## src/rtl/sdram_pattern_tester.sv

```systemverilog
// SDRAM pattern tester: writes a pattern over an address window, waits, reads it back and compares.
// Optional first-mismatch capture ports are enabled with the SDRAM_TEST_ERRLOG_EN macro.
module sdram_pattern_tester #(
    parameter int          ADDR_W     = 23,
    parameter int          DATA_W     = 16,
    parameter int          BASE_ADDR  = 0,
    parameter int          BURST_LEN  = 16,
    parameter int          GAP_CYCLES = 50000000,
    parameter int          TIMEOUT    = 1024,
    parameter logic [15:0] SEED       = 16'hACE1
) (
    input  logic              CLOCK_50,
    input  logic              RST_N,
    input  logic              start,
    input  logic [1:0]        mode,
    output logic [ADDR_W-1:0] addr,
    output logic              wrreq,
    output logic              rereq,
    output logic [DATA_W-1:0] wdata,
    input  logic [DATA_W-1:0] rdata,
    input  logic              rwdone,
    input  logic              rw_busy,
    output logic [1:0]        phase,
    output logic              active,
    output logic              error,
    output logic              timeout,
    output logic [15:0]       err_count,
    output logic [15:0]       pass_count
`ifdef SDRAM_TEST_ERRLOG_EN
    ,
    output logic [ADDR_W-1:0] first_err_addr,
    output logic [DATA_W-1:0] first_err_exp,
    output logic [DATA_W-1:0] first_err_act
`endif
);

    localparam logic [2:0] S_IDLE  = 3'd0;
    localparam logic [2:0] S_ISSUE = 3'd1;
    localparam logic [2:0] S_WAIT  = 3'd2;
    localparam logic [2:0] S_NEXT  = 3'd3;
    localparam logic [2:0] S_GAP   = 3'd4;

    localparam int GW = (GAP_CYCLES > 1) ? $clog2(GAP_CYCLES + 1) : 1;
    localparam int TW = (TIMEOUT > 1) ? $clog2(TIMEOUT + 1) : 1;
    localparam logic [ADDR_W-1:0] FIRST_A = ADDR_W'(BASE_ADDR);
    localparam logic [ADDR_W-1:0] LAST_A  = ADDR_W'(BASE_ADDR + BURST_LEN - 1);
    localparam logic [ADDR_W-1:0] ONE_A   = ADDR_W'(1);
    localparam logic [DATA_W-1:0] WALK0   = DATA_W'(1);

    logic [2:0]        state;
    logic [1:0]        mode_r;
    logic [15:0]       lfsr;
    logic [DATA_W-1:0] walk;
    logic [DATA_W-1:0] walk_rot;
    logic [GW-1:0]     gcnt;
    logic [TW-1:0]     tcnt;
    logic              pass_err;
    logic [15:0]       lfsr_next;
    logic [DATA_W-1:0] addr_word;
    logic [DATA_W-1:0] lfsr_word;
    logic [DATA_W-1:0] exp_word;
    logic              mismatch;

    // Fibonacci LFSR x^16+x^14+x^13+x^11+1, shifting toward bit 0
    assign lfsr_next = {lfsr[0] ^ lfsr[2] ^ lfsr[3] ^ lfsr[5], lfsr[15:1]};

    for (genvar b = 0; b < DATA_W; b++) begin : g_bit
        if (b < ADDR_W) begin : g_a
            assign addr_word[b] = addr[b];
        end else begin : g_z
            assign addr_word[b] = 1'b0;
        end
        assign lfsr_word[b] = lfsr[b % 16];
    end

    always_comb begin
        walk_rot = '0;
        for (int b = 0; b < DATA_W; b++) walk_rot[(b + 1) % DATA_W] = walk[b];
    end

    always_comb begin
        case (mode_r)
            2'd0:    exp_word = addr_word;
            2'd1:    exp_word = ~addr_word;
            2'd2:    exp_word = walk;
            default: exp_word = lfsr_word;
        endcase
    end

    assign active   = (state != S_IDLE);
    assign wdata    = (active && phase == 2'd0) ? exp_word : '0;
    assign mismatch = (state == S_WAIT) && rwdone && (phase == 2'd2) && (rdata != exp_word);

    always_ff @(posedge CLOCK_50) begin
        if (!RST_N) begin
            state      <= S_IDLE;
            mode_r     <= 2'd0;
            addr       <= FIRST_A;
            phase      <= 2'd0;
            lfsr       <= SEED;
            walk       <= WALK0;
            gcnt       <= '0;
            tcnt       <= '0;
            wrreq      <= 1'b0;
            rereq      <= 1'b0;
            pass_err   <= 1'b0;
            error      <= 1'b0;
            timeout    <= 1'b0;
            err_count  <= 16'd0;
            pass_count <= 16'd0;
        end else begin
            case (state)
                S_IDLE: if (start) begin
                    mode_r <= mode;
                    addr   <= FIRST_A;
                    phase  <= 2'd0;
                    lfsr   <= SEED;
                    walk   <= WALK0;
                    state  <= S_ISSUE;
                end
                S_ISSUE: if (!rw_busy) begin
                    if (phase == 2'd0) wrreq <= 1'b1;
                    else               rereq <= 1'b1;
                    tcnt  <= '0;
                    state <= S_WAIT;
                end
                S_WAIT: begin
                    // the controller latches the request once it reports busy
                    if (rw_busy) begin
                        wrreq <= 1'b0;
                        rereq <= 1'b0;
                    end
                    if (rwdone) begin
                        wrreq <= 1'b0;
                        rereq <= 1'b0;
                        state <= S_NEXT;
                        if (mismatch) begin
                            if (err_count != 16'hFFFF) err_count <= err_count + 16'd1;
                            error    <= 1'b1;
                            pass_err <= 1'b1;
                        end
                    end else if (tcnt == TW'(TIMEOUT - 1)) begin
                        wrreq    <= 1'b0;
                        rereq    <= 1'b0;
                        timeout  <= 1'b1;
                        error    <= 1'b1;
                        pass_err <= 1'b1;
                        state    <= S_NEXT;
                    end else begin
                        tcnt <= tcnt + TW'(1);
                    end
                end
                S_NEXT: begin
                    lfsr <= lfsr_next;
                    if (addr == LAST_A) begin
                        addr  <= FIRST_A;
                        walk  <= WALK0;
                        phase <= phase + 2'd1;
                        gcnt  <= '0;
                        state <= S_GAP;
                    end else begin
                        addr  <= addr + ONE_A;
                        walk  <= walk_rot;
                        state <= S_ISSUE;
                    end
                end
                S_GAP: if (gcnt == GW'(GAP_CYCLES - 1)) begin
                    gcnt  <= '0;
                    phase <= phase + 2'd1;
                    lfsr  <= SEED;
                    if (phase == 2'd1) begin
                        state <= S_ISSUE;
                    end else begin
                        // read gap over: one full pass done
                        if (!pass_err && pass_count != 16'hFFFF) pass_count <= pass_count + 16'd1;
                        pass_err <= 1'b0;
                        if (start) begin
                            mode_r <= mode;
                            state  <= S_ISSUE;
                        end else begin
                            state <= S_IDLE;
                        end
                    end
                end else begin
                    gcnt <= gcnt + GW'(1);
                end
                default: state <= S_IDLE;
            endcase
        end
    end

`ifdef SDRAM_TEST_ERRLOG_EN
    logic err_logged;

    always_ff @(posedge CLOCK_50) begin
        if (!RST_N) begin
            err_logged     <= 1'b0;
            first_err_addr <= '0;
            first_err_exp  <= '0;
            first_err_act  <= '0;
        end else if (mismatch && !err_logged) begin
            err_logged     <= 1'b1;
            first_err_addr <= addr;
            first_err_exp  <= exp_word;
            first_err_act  <= rdata;
        end
    end
`endif

endmodule

```

## config.mk

```make
export PLATFORM = sky130hd
export DESIGN_NAME = sdram_pattern_tester
export DESIGN_NICKNAME = d
export VERILOG_FILES = /design/src/rtl/sdram_pattern_tester.sv
export SDC_FILE = /design/constraint.sdc
export NUM_CORES = 1
export LEC_CHECK = 0
export ABC_AREA = 1
export CORE_MARGIN = 8
export CORE_UTILIZATION = 50
export DETAILED_ROUTE_END_ITERATION = 8
export PLACE_DENSITY_LB_ADDON = 0.25
export REMOVE_ABC_BUFFERS = 1
export SETUP_SLACK_MARGIN = 0.2
export SKIP_CTS_REPAIR_TIMING = 1
export SKIP_LAST_GASP = 1
export SYNTH_ARGS = -nofsm -noshare
export SYNTH_HDL_FRONTEND = slang
export SYNTH_SLANG_ARGS = --single-unit
```

## constraint.sdc

```tcl
create_clock -name CLOCK_50 -period 2 [get_ports CLOCK_50]
set_input_delay 0.4 -clock CLOCK_50 [delete_from_list [all_inputs] [get_ports CLOCK_50]]
set_output_delay 0.4 -clock CLOCK_50 [all_outputs]
set_load 0.02 [all_outputs]
```

==> results by group <==
Synthesis
  – Mux share of post-synthesis cell area: 0
  – Avg Inst Size Synth: 6.458 sq um
  – Asr flop ratio synth: 0
  – Area fraction in compound gates after synthesis: 0.1365
  – Post-synthesis simple-gate area fraction: 0.3839
  – Yosys reg bits: 136
  – Xor/xnor share of the synthesized area: 0.02733
  – Post-Syn Instances: 1191
  – Yosys warns: 0
  – Synthesized area: 7691 sq um
  – Post-synthesis sequential area ratio: 0.3540
  – Yosys cell types: 49
  – Combinational family with the most area after synthesis: simple AND/OR/NAND/NOR gates
  – Post-synthesis adder-cell area fraction: 0.01301
  – Primary FF master, synth: dfxtp_1
  – Post-synth EDFFs: 0

Routing
  – Via-to-Cell Ratio: 5.823
  – Vias after detailed routing: 9619
  – Remaining DRCs: 0
  – DRT Pass-1 Iters: 6
  – WL/cell: 18.08 um
  – Post-route ant nets: 0
  – Total Wirelength: 29.87 mm
  – Iteration-0 DRC count of the detailed router: 906

Status
  – Outcome: finished with violations
  – Failing checks: setup timing

Worst setup path
  – CP arrival: 2.49 ns
  – Worst-path fanout max: 17
  – CP startpoint kind: register
  – Kind of critical path: register to register
  – Worst endpoint required time: 2.32 ns
  – Critical Path End Type: register

Timing
  – Endpoints failing setup: 42
  – Slew Limit Headroom: 0.6675
  – Period minus WS final: 2.177 ns
  – Worst Skew: 0.009980 ns
  – Slack of the critical path: -0.1769 ns
  – Period utilization: 1.088
  – Max-slew violation count: 0
  – Slew @ Worst Pin: 0.4953 ns
  – Max Freq: 459.4 MHz
  – Final Hold Vio Count: 0
  – RSZ-0062 raised after global routing: yes

Global route
  – First-pass GRT wire length: 37.98 mm
  – Gr ovfl total: 0
  – Vias in the first global route: 7870
  – Largest net degree at the start of global routing: 43
  – Total track usage: 0.2330
  – Initial antenna violation count: 0

Floorplanning
  – IO Pins: 101
  – Starting density of the core: 0.5078
  – Core area: 15150 sq um
  – Die area: 19610 sq um
  – Row count: 45
  – Chip height: 140.0 um
  – Die X: 140.0 um

Finish
  – Final Net Count: 1483
  – Share of layout cells above drive strength 1: 0.3641
  – Most common cell after layout, fill and taps aside: nand2_1
  – Final Util: 0.8142
  – Design area: 12330 sq um
  – Area Overhead vs Synth: 60.34%
  – Fillers: 875
  – Antenna diodes: 0
  – Commonest non-fill, non-tap cells in the layout: nand2_1, buf_4, dfxtp_1

Clocking
  – CTS root buf: clkbuf_16
  – CTS sink cnt: 136
  – Clock latency on the worst-skew pair: 0.43 ns
  – CTS tree: done
  – Clock Path Buffers: 2
  – H-Tree Depth: 4
  – Clk pin slew, worst setup/hold paths: 0.06 ns
  – TritonCTS buffer count: 17

Worst hold path
  – HP Class: register to register

Power
  – PwrDens: 620.3 nW/um^2
  – Pleak: 5.846 nW
  – Tot Pwr: 7.650 mW
  – Maximum VDD drop: 0.6619 mV

Run
  – Max cap viols: 0

Place
  – HPWL after DPL: 16.96 mm
  – Dpl cell area: 9711 sq um
  – GPL Wtd Cong: 0.8792
  – IO Port Bufs: 100
cell usage after synthesis, drive strengths merged, types with 2 or more instances:
library cell  number  area share
xor2              19       0.022
buf               12       0.014
nand3             62       0.044
a211oi             3      0.0029
a22oi              9      0.0088
or2               17       0.014
inv              121       0.059
clkbuf            24       0.012
o21a               2      0.0020
nor3b              2      0.0020
a21oi            101       0.067
nand4             23       0.020
nor4              13       0.013
ha                 8       0.013
o21ai             51       0.033
nor3              30       0.021
nor2             133       0.067
o22ai              8      0.0065
a221oi             6      0.0068
xnor2              5      0.0057
dfxtp            136        0.35
nand2            375        0.18
nand3b            15       0.015
o211ai             2      0.0020
a31oi              5      0.0041
and3               4      0.0033
metrics by stage:
stage                     worst slack (ns)  hold WS (ns)  setup TNS, ns  std cells
final                              -0.1769        0.4547         -3.909       1652
after global routing               -0.3545        0.4846         -9.786       1652
after CTS                          -0.5908        0.4591         -11.26       1596
after detailed placement           -0.1406        0.4502         -2.403       1565
after global placement             -0.1313        0.4422         -1.454       1565
after floorplan                    -0.2413        0.4429         -6.262       1155
registers in the layout, indices dropped and copies added, names as in the netlist, 2 cells and up:
| signal | cells |
|---|---|
| mode_r | 2 |
| err_count | 16 |
| state | 3 |
| gcnt | 26 |
| addr | 23 |
| walk | 16 |
| tcnt | 11 |
| phase | 2 |
| pass_count | 16 |
| lfsr | 16 |
logic make-up after synthesis:
logic type / after synthesis
fa+ha+maj: 8
simple gates: 675
buf+inv: 158
xor+xnor: 24
flops: 136
compound gates: 190
worst paths after layout:
check / startpoint / endpoint / slack (ns) / depth (start not counted)
min: error / error / 0.45 / 2
max: mode_r[1] / err_count[3] / -0.18 / 17
min reg2reg: error / error / 0.45 / 2
max reg2reg: mode_r[1] / err_count[3] / -0.18 / 17
worst max-delay path, stage by stage, from the launching register on:
cell and delay [ns]:
dfxtp_4 0.36, buf_6 0.14, inv_8 0.07, clkbuf_16 0.14, nand3_1 0.09, nand2_1 0.11
nand2_2 0.08, nand2_2 0.07, nand2_1 0.06, nand2_1 0.08, nor2_1 0.05, nand2_1 0.08
nor2_2 0.05, nand2_4 0.12, nand3_4 0.16, inv_8 0.15, nand2_1 0.07, and3_1 0.17
layout make-up:
type                       count  area, sq um  area share
clock buffer                  24        491.7     0.03987
inverter                     122        499.2     0.04048
sequential                   136         2803      0.2273
timing repair inverter         1        7.507   0.0006088
multi-input combinational    898         5370      0.4355
tap                          188        235.2     0.01907
clock inverter                 7        92.59    0.007508
timing repair buffer         276         2833      0.2297
metal layers:
| metal | up-vias | part of all wire | GRT usage |
|---|---|---|---|
| li1 | 4432 | - | - |
| met1 | 4501 | 0.37 | 0.2874 |
| met3 | 134 | 0.077 | 0.04553 |
| met4 | 0 | 0.046 | 0.07714 |
| met5 | - | 0 | 0 |
| met2 | 552 | 0.51 | 0.3993 |
where the power goes:
part / leakage, nW / internal (mW) / switching [mW]
clock: 0.278 / 1.96 / 1.20
combinational: 4.45 / 0.721 / 0.961
sequential: 1.12 / 2.75 / 0.0592
Power figures use the tool's default switching activity.
